### src/rtl/axi_stream_packet_arbiter.sv
// ---------------------------------------------------------------------------
// axi_stream_packet_arbiter
//
// Packet-granular round-robin arbiter. It merges NUM_INPUTS 32-bit AXI Stream
// sources into one stream that feeds the packet combiner. A grant is held for
// a whole packet, so packets never interleave. Packets longer than
// MAX_PKT_LEN words are cut short: the rest of the packet is accepted and
// thrown away. A flush timer raises force_transmit so that slow traffic is
// not held in the combiner for ever.
//
// Ports:
//   clk, rst         : clock and synchronous active-high reset
//   in_tdata         : source data; source i occupies bits [32*i+31:32*i]
//   in_tvalid        : per-source valid
//   in_tlast         : per-source end of packet
//   in_tready        : per-source ready
//   out_tdata        : data from the granted source (combinational)
//   out_tvalid       : valid from the granted source (combinational)
//   out_tlast        : end of packet, or a forced last when truncating
//   out_tready       : ready from the combiner
//   force_transmit   : one-cycle flush request to the combiner
//   grant_id         : source that holds the grant now, or held it last
//   trunc_err        : one-cycle pulse on the word where a packet is cut
// ---------------------------------------------------------------------------
module axi_stream_packet_arbiter #(
  parameter int NUM_INPUTS    = 4,
  parameter int MAX_PKT_LEN   = 64,
  parameter int FLUSH_TIMEOUT = 1024
) (
  input  logic                          clk,
  input  logic                          rst,
  input  logic [NUM_INPUTS*32-1:0]      in_tdata,
  input  logic [NUM_INPUTS-1:0]         in_tvalid,
  input  logic [NUM_INPUTS-1:0]         in_tlast,
  output logic [NUM_INPUTS-1:0]         in_tready,
  output logic [31:0]                   out_tdata,
  output logic                          out_tvalid,
  output logic                          out_tlast,
  input  logic                          out_tready,
  output logic                          force_transmit,
  output logic [$clog2(NUM_INPUTS)-1:0] grant_id,
  output logic                          trunc_err
);

  localparam int GW = $clog2(NUM_INPUTS);
  localparam int CW = $clog2(MAX_PKT_LEN + 1);
  localparam int TW = (FLUSH_TIMEOUT > 0) ? $clog2(FLUSH_TIMEOUT + 1) : 1;

  typedef enum logic [1:0] {
    IDLE  = 2'd0,
    GRANT = 2'd1,
    DRAIN = 2'd2
  } state_t;

  state_t        state_q, state_d;
  logic [GW-1:0] g_q, g_d;
  logic [GW-1:0] last_q, last_d;
  logic [CW-1:0] cnt_q, cnt_d;

  // Per-source view of the flat data bus.
  logic [31:0] src_data [NUM_INPUTS];

  generate
    for (genvar gi = 0; gi < NUM_INPUTS; gi++) begin : g_src
      assign src_data[gi] = in_tdata[32*gi +: 32];
    end
  endgenerate

  logic [31:0] sel_data;
  logic        sel_valid;
  logic        sel_last;
  logic        at_max;

  assign sel_data  = src_data[g_q];
  assign sel_valid = in_tvalid[g_q];
  assign sel_last  = in_tlast[g_q];
  // The word now on offer is the last one the packet may carry.
  assign at_max    = (cnt_q == CW'(MAX_PKT_LEN - 1));

  // Round-robin pick: first valid source after last_q, going round the ring.
  // last_q itself is tried last, so a lone source can be granted again.
  logic          rr_found;
  logic [GW-1:0] rr_idx;

  always_comb begin
    int          c;
    logic [GW-1:0] cand;
    rr_found = 1'b0;
    rr_idx   = '0;
    c        = 0;
    cand     = '0;
    for (int k = 1; k <= NUM_INPUTS; k++) begin
      c    = (int'(last_q) + k) % NUM_INPUTS;
      cand = GW'(c);
      if (!rr_found && in_tvalid[cand]) begin
        rr_found = 1'b1;
        rr_idx   = cand;
      end
    end
  end

  // State register.
  always_ff @(posedge clk) begin
    if (rst) begin
      state_q <= IDLE;
      g_q     <= '0;
      last_q  <= GW'(NUM_INPUTS - 1);
      cnt_q   <= '0;
    end else begin
      state_q <= state_d;
      g_q     <= g_d;
      last_q  <= last_d;
      cnt_q   <= cnt_d;
    end
  end

  // Next-state logic.
  always_comb begin
    state_d = state_q;
    g_d     = g_q;
    last_d  = last_q;
    cnt_d   = cnt_q;
    case (state_q)
      IDLE: begin
        if (rr_found) begin
          g_d     = rr_idx;
          cnt_d   = '0;
          state_d = GRANT;
        end
      end
      GRANT: begin
        if (sel_valid && out_tready) begin
          cnt_d = cnt_q + CW'(1);
          // A real tlast on the final allowed word is a normal end.
          if (sel_last) begin
            last_d  = g_q;
            state_d = IDLE;
          end else if (at_max) begin
            state_d = DRAIN;
          end
        end
      end
      DRAIN: begin
        // in_tready is held high here, so every valid word is a transfer.
        if (sel_valid && sel_last) begin
          last_d  = g_q;
          state_d = IDLE;
        end
      end
      default: state_d = IDLE;
    endcase
  end

  // Output logic. Every output is forced low while rst is high, even before
  // the registers have taken their reset values.
  always_comb begin
    in_tready  = '0;
    out_tdata  = '0;
    out_tvalid = 1'b0;
    out_tlast  = 1'b0;
    trunc_err  = 1'b0;
    grant_id   = '0;
    if (!rst) begin
      grant_id = g_q;
      case (state_q)
        GRANT: begin
          in_tready[g_q] = out_tready;
          out_tdata      = sel_data;
          out_tvalid     = sel_valid;
          out_tlast      = sel_last | at_max;
          trunc_err      = sel_valid & out_tready & at_max & ~sel_last;
        end
        DRAIN: begin
          in_tready[g_q] = 1'b1;
        end
        default: ;
      endcase
    end
  end

  logic xfer_out;
  assign xfer_out = out_tvalid & out_tready;

  // Flush timer: starts counting on the cycle after the first word sent
  // since the last flush, and fires FLUSH_TIMEOUT cycles after that word.
  generate
    if (FLUSH_TIMEOUT > 0) begin : g_flush
      logic [TW-1:0] timer_q;
      logic          pending_q;
      logic          hit;

      assign hit = pending_q && (timer_q == TW'(FLUSH_TIMEOUT - 1));

      always_ff @(posedge clk) begin
        if (rst) begin
          timer_q   <= '0;
          pending_q <= 1'b0;
        end else if (hit) begin
          timer_q   <= '0;
          // A word sent in the flush cycle starts the next interval.
          pending_q <= xfer_out;
        end else begin
          if (pending_q) begin
            timer_q <= timer_q + TW'(1);
          end
          if (xfer_out) begin
            pending_q <= 1'b1;
          end
        end
      end

      assign force_transmit = hit & ~rst;
    end else begin : g_no_flush
      logic unused_xfer;
      assign unused_xfer    = xfer_out;
      assign force_transmit = 1'b0;
    end
  endgenerate

endmodule

### config.mk
export PLATFORM = sky130hd
export DESIGN_NAME = axi_stream_packet_arbiter
export DESIGN_NICKNAME = d
export VERILOG_FILES = /design/src/rtl/axi_stream_packet_arbiter.sv
export SDC_FILE = /design/constraint.sdc
export NUM_CORES = 1
export LEC_CHECK = 0
export CAP_MARGIN = 0
export CORE_MARGIN = 4
export CORE_UTILIZATION = 38
export CTS_BUF_LIST = sky130_fd_sc_hd__clkbuf_4
export CTS_CLUSTER_SIZE = 16
export DETAILED_ROUTE_END_ITERATION = 6
export GPL_TIMING_DRIVEN = 0
export PLACE_DENSITY = 0.95
export REMOVE_ABC_BUFFERS = 1
export SETUP_SLACK_MARGIN = 0.15
export SLEW_MARGIN = 10
export SYNTH_ARGS = -nofsm -noshare
export SYNTH_HDL_FRONTEND = slang
export SYNTH_SLANG_ARGS = --single-unit
### constraint.sdc
create_clock -name clk -period 3.95 [get_ports clk]
set_input_delay 0.79 -clock clk [delete_from_list [all_inputs] [get_ports clk]]
set_output_delay 0.79 -clock clk [all_outputs]
set_load 0.05 [all_outputs]
==> summary.md <==
| Metric | Value |
|---|---|
| Post-DRT Antenna Nets | 0 |
| Post-synthesis compound-gate area fraction | roughly 11% |
| Initial drt markers | about 170 |
| FFs w/ async S/R, synth | 0% |
| Met1 Resource Use GR | 30.1% |
| Via count | ~2800 |
| Most used flip-flop cell after synthesis | dfxtp_1 |
| Maximum vdd drop | approximately 0.00036 V |
| Max-Cap Viols | 0 |
| H-Tree Depth | 1 |
| Routed len/inst | just over 20 microns |
| Adder and majority gate portion of the synthesized area | between 2 and 3% |
| Synth Area in XOR/XNOR | roughly 3.2% |
| Clk_skew | 0.0177 ns |
| Mapped cell area | between 2000 and 2500 sq um |
| NumNets Final | roughly 560 |
| Core box area | roughly 6000 sq um |
| Power per Cell Area | roughly 400 nW/um^2 |
| Largest buffer count on any clock path | 2 |
| Synth Area in Simple Gates | between 20% and 30% |
| Max Fclk | around 270 MHz |
| Clk network pwr share | around 7% |
| # DRC | 0 |
| Grt ovf | 0 |
| Syn_area_per_cell | ~9.8 sq um |
| Critical path capture point type | output pin |
| Outcome | complete, no violations |
| Yosys cell types | between 40 and 50 |
| Vias in the first global route | 3095 |
| Final period utilization | 92.8% |
| Cells along the critical path | clkdlybuf4s50_1 -> mux4_2 -> and3_1 -> clkdlybuf4s50_1 |
| Pleak | about 1.7 nW |
| Pre-antenna DRT Iters | 5 |
| IO Count | ~180 |
| Clock root cell | clkbuf_4 |
| Final min period | 3.66 ns |
| CTS sink count | 25 |
| Via density | roughly 5.7 |
| Psw | roughly 0.00081 W |
| Ant. Diodes | 0 |
| Die ar. | around 7700 sq um |
| First-pass GRT wire length | roughly 16 mm |
| Hold Path Cell Cnt | 1 |
| Clk_lat worst skew | around 0.33 ns |
| CP max FO | 10 |
| Seq cells post-synth | 25 |
| Busiest grt layer | met2 |
| Crit start category | input pin |
| Ratio of cells with drive above 1 in the final layout | 12.5% |
| Syn Inst Count | ~250 |
| Largest family of logic cells by synthesized area | multiplexers |
| Die Ht | approximately 90 microns |
| DP HPWL | a little over 8 mm |
| GR Util met3 | 7.62% |
| Gr usage total | roughly a quarter |
| Warnings from Yosys | 0 |
| CP peak stage delay | around 0.7 ns |
| Area delta synth->final | 78.7% |
| Worst-path clk slew | ~0.15 ns |
| Setup_tns | 0 ns |
| Initial antenna violation count | 0 |
| Max stage delay cell, worst path | clkdlybuf4s50_1 |
| Initial core utilization | about two fifths |
| Die Span X | ~88 microns |
| CTS Hold Bufs | 0 |
| Sw frac | 45.7% |
| Final WL | a little over 10 mm |
| Worst EP arrival | between 2 and 3 ns |
| Least-Margin Pin Slew | approximately 0.94 ns |
| FP Rows | 28 |
| CP Data Required Time | around 3.2 ns |
| Sequential Power Share | between 20% and 30% |
| Number of flops mapped to enable cells by yosys | 0 |
| Mux contribution to synthesized area | between 30% and 40% |
| Pwr Total | between 0.0015 and 0.002 W |
| Pin count of the biggest net entering global routing | 47 |
| Combinational power share | 72.9% |
| Sequential area share after synthesis | 20.6% |
| TritonCTS clock tree | done |
| Final Wtd Congestion | just under 0.9 |
| IO buf count | 180 |
| Pint | about 0.00096 W |
| Slew HR | between 30 and 40% |
| WS Path Type | in2out |
| Met2 Use GR | roughly half |
| Reg2Reg Depth | 5 |
| Worst min path class | reg2reg |
| Slew Limit Fails | 0 |
| CP dominant cell by count | clkdlybuf4s50_1 |
| TritonCTS Buffers | 3 |
| Hold violation count in the final report | 0 |
| Final Setup Violations | 0 |
| Unrepaired setup endpoints after global routing | no |
## stage by stage
step / std cells / area [sq um] / hold WS, ns / util (%) / setup WS (ns)
2_1_floorplan: 229 / 2330 / 0.443 / - / -0.805
3_3_place_gp: 484 / 4230 / 0.460 / 69.8 / -0.795
3_5_place_dp: 486 / 4270 / 0.476 / 70.5 / -0.797
4_1_cts: 492 / 4330 / 0.497 / 71.5 / 0.250
5_1_grt: 492 / 4340 / 0.519 / 71.5 / 0.158
6_report: 492 / 4340 / 0.496 / 71.5 / 0.285
## registers in the layout, indices dropped and copies added (netlist names)
signal and cells:
state_q 2, g_flush.pending_q 1, last_q 2, g_q 2, cnt_q 7, g_flush.timer_q 11
## routing by layer
layer  part of all wire, %  wire [microns]
met5                     0               0
met4                   2.8             279
met3                   9.9             995
met2                    51            5180
met1                    36            3620
## synthesized netlist by cell type (3+ instances only)
cell	instances	area [sq um]
a21oi_1	4	20.0
a221oi_1	3	26.3
and2_1	3	18.8
and3_1	38	238
and4_1	3	26.3
buf_2	4	20.0
clkbuf_1	13	48.8
dfxtp_1	25	500
ha_1	5	62.6
inv_1	10	37.5
mux2_2	3	33.8
mux4_2	33	743
nand2_1	13	48.8
nand2b_1	4	25.0
nand3_1	7	35.0
nand4_1	6	37.5
nor2_1	22	82.6
o21ai_0	8	40.0
xor2_1	7	61.3
## worst max-delay path: cells and delay by family
family / cells / cell delay (ns)
multiplexers: 1 / 0.63
buffers and inverters: 2 / 1.22
AND/OR/NAND/NOR: 1 / 0.23
## logic make-up (layout without fill, tap and decap cells)
logic type	Yosys count	in the layout
AOI/OAI and AO/OA	38	38
buffers and inverters	29	198
adders and majority gates	5	5
DFF	25	25
and+or+nand+nor	103	103
muxes	39	39
xor gates and xnor gates	9	9
## cell usage in the layout (no fill, tap or decap), types with 3 or more instances in the layout
master and n:
clkdlybuf4s50_1 175, and3_1 38, mux4_2 33, dfxtp_1 23, nor2_1 22, nand2_1 13, inv_1 9, o21ai_0 8
nand3_1 7, xor2_1 7, nand4_1 6, nand2b_1 4, a21oi_1 4, ha_1 4, clkbuf_4 4, and4_1 3
and2_1 3, mux2_2 3, a221oi_1 3, dlymetal6s2s_1 3
## area by class of cell
cell class	instances	area, sq um
Fill cell	431	1730
Clock buffer	4	30.0
Multi-Input combinational cell	194	1810
Sequential cell	25	503
Timing Repair inverter	2	12.5
Timing Repair Buffer	182	1850
Inverter	10	41.3
Tap cell	75	93.8
## path summary, 6_finish.rpt
| kind | slack, ns | end | startpoint |
|---|---|---|---|
| worst max register to register | 1.77 | state_q[1]$_SDFFE_PP0P_ | g_q[1]$_SDFFE_PP0P_ |
| worst min register to register | 0.50 | g_flush.timer_q[10]$_SDFFE_PP0P_ | g_flush.timer_q[10]$_SDFFE_PP0P_ |
| worst max-delay path | 0.29 | out_tvalid | in_tvalid[1] |
| worst min-delay path | 0.50 | g_flush.timer_q[10]$_SDFFE_PP0P_ | g_flush.timer_q[10]$_SDFFE_PP0P_ |
## power by group through the flow
stage	Combinational [W]	Clock [W]	Sequential [W]
after floorplan	0.000790	0	0.000397
after global placement	0.00116	0	0.000432
after detailed placement	0.00128	0	0.000361
after CTS	0.00129	0.000126	0.000358
after global routing	0.00138	0.000135	0.000370
final	0.00129	0.000125	0.000356
## timing repair
action	CTS	global route
gates resized for setup	8	6
cloned	2	0
setup endpoints to repair	39	4
buffers inserted	0	0
Note: power is estimated with default switching activity, not from simulation.
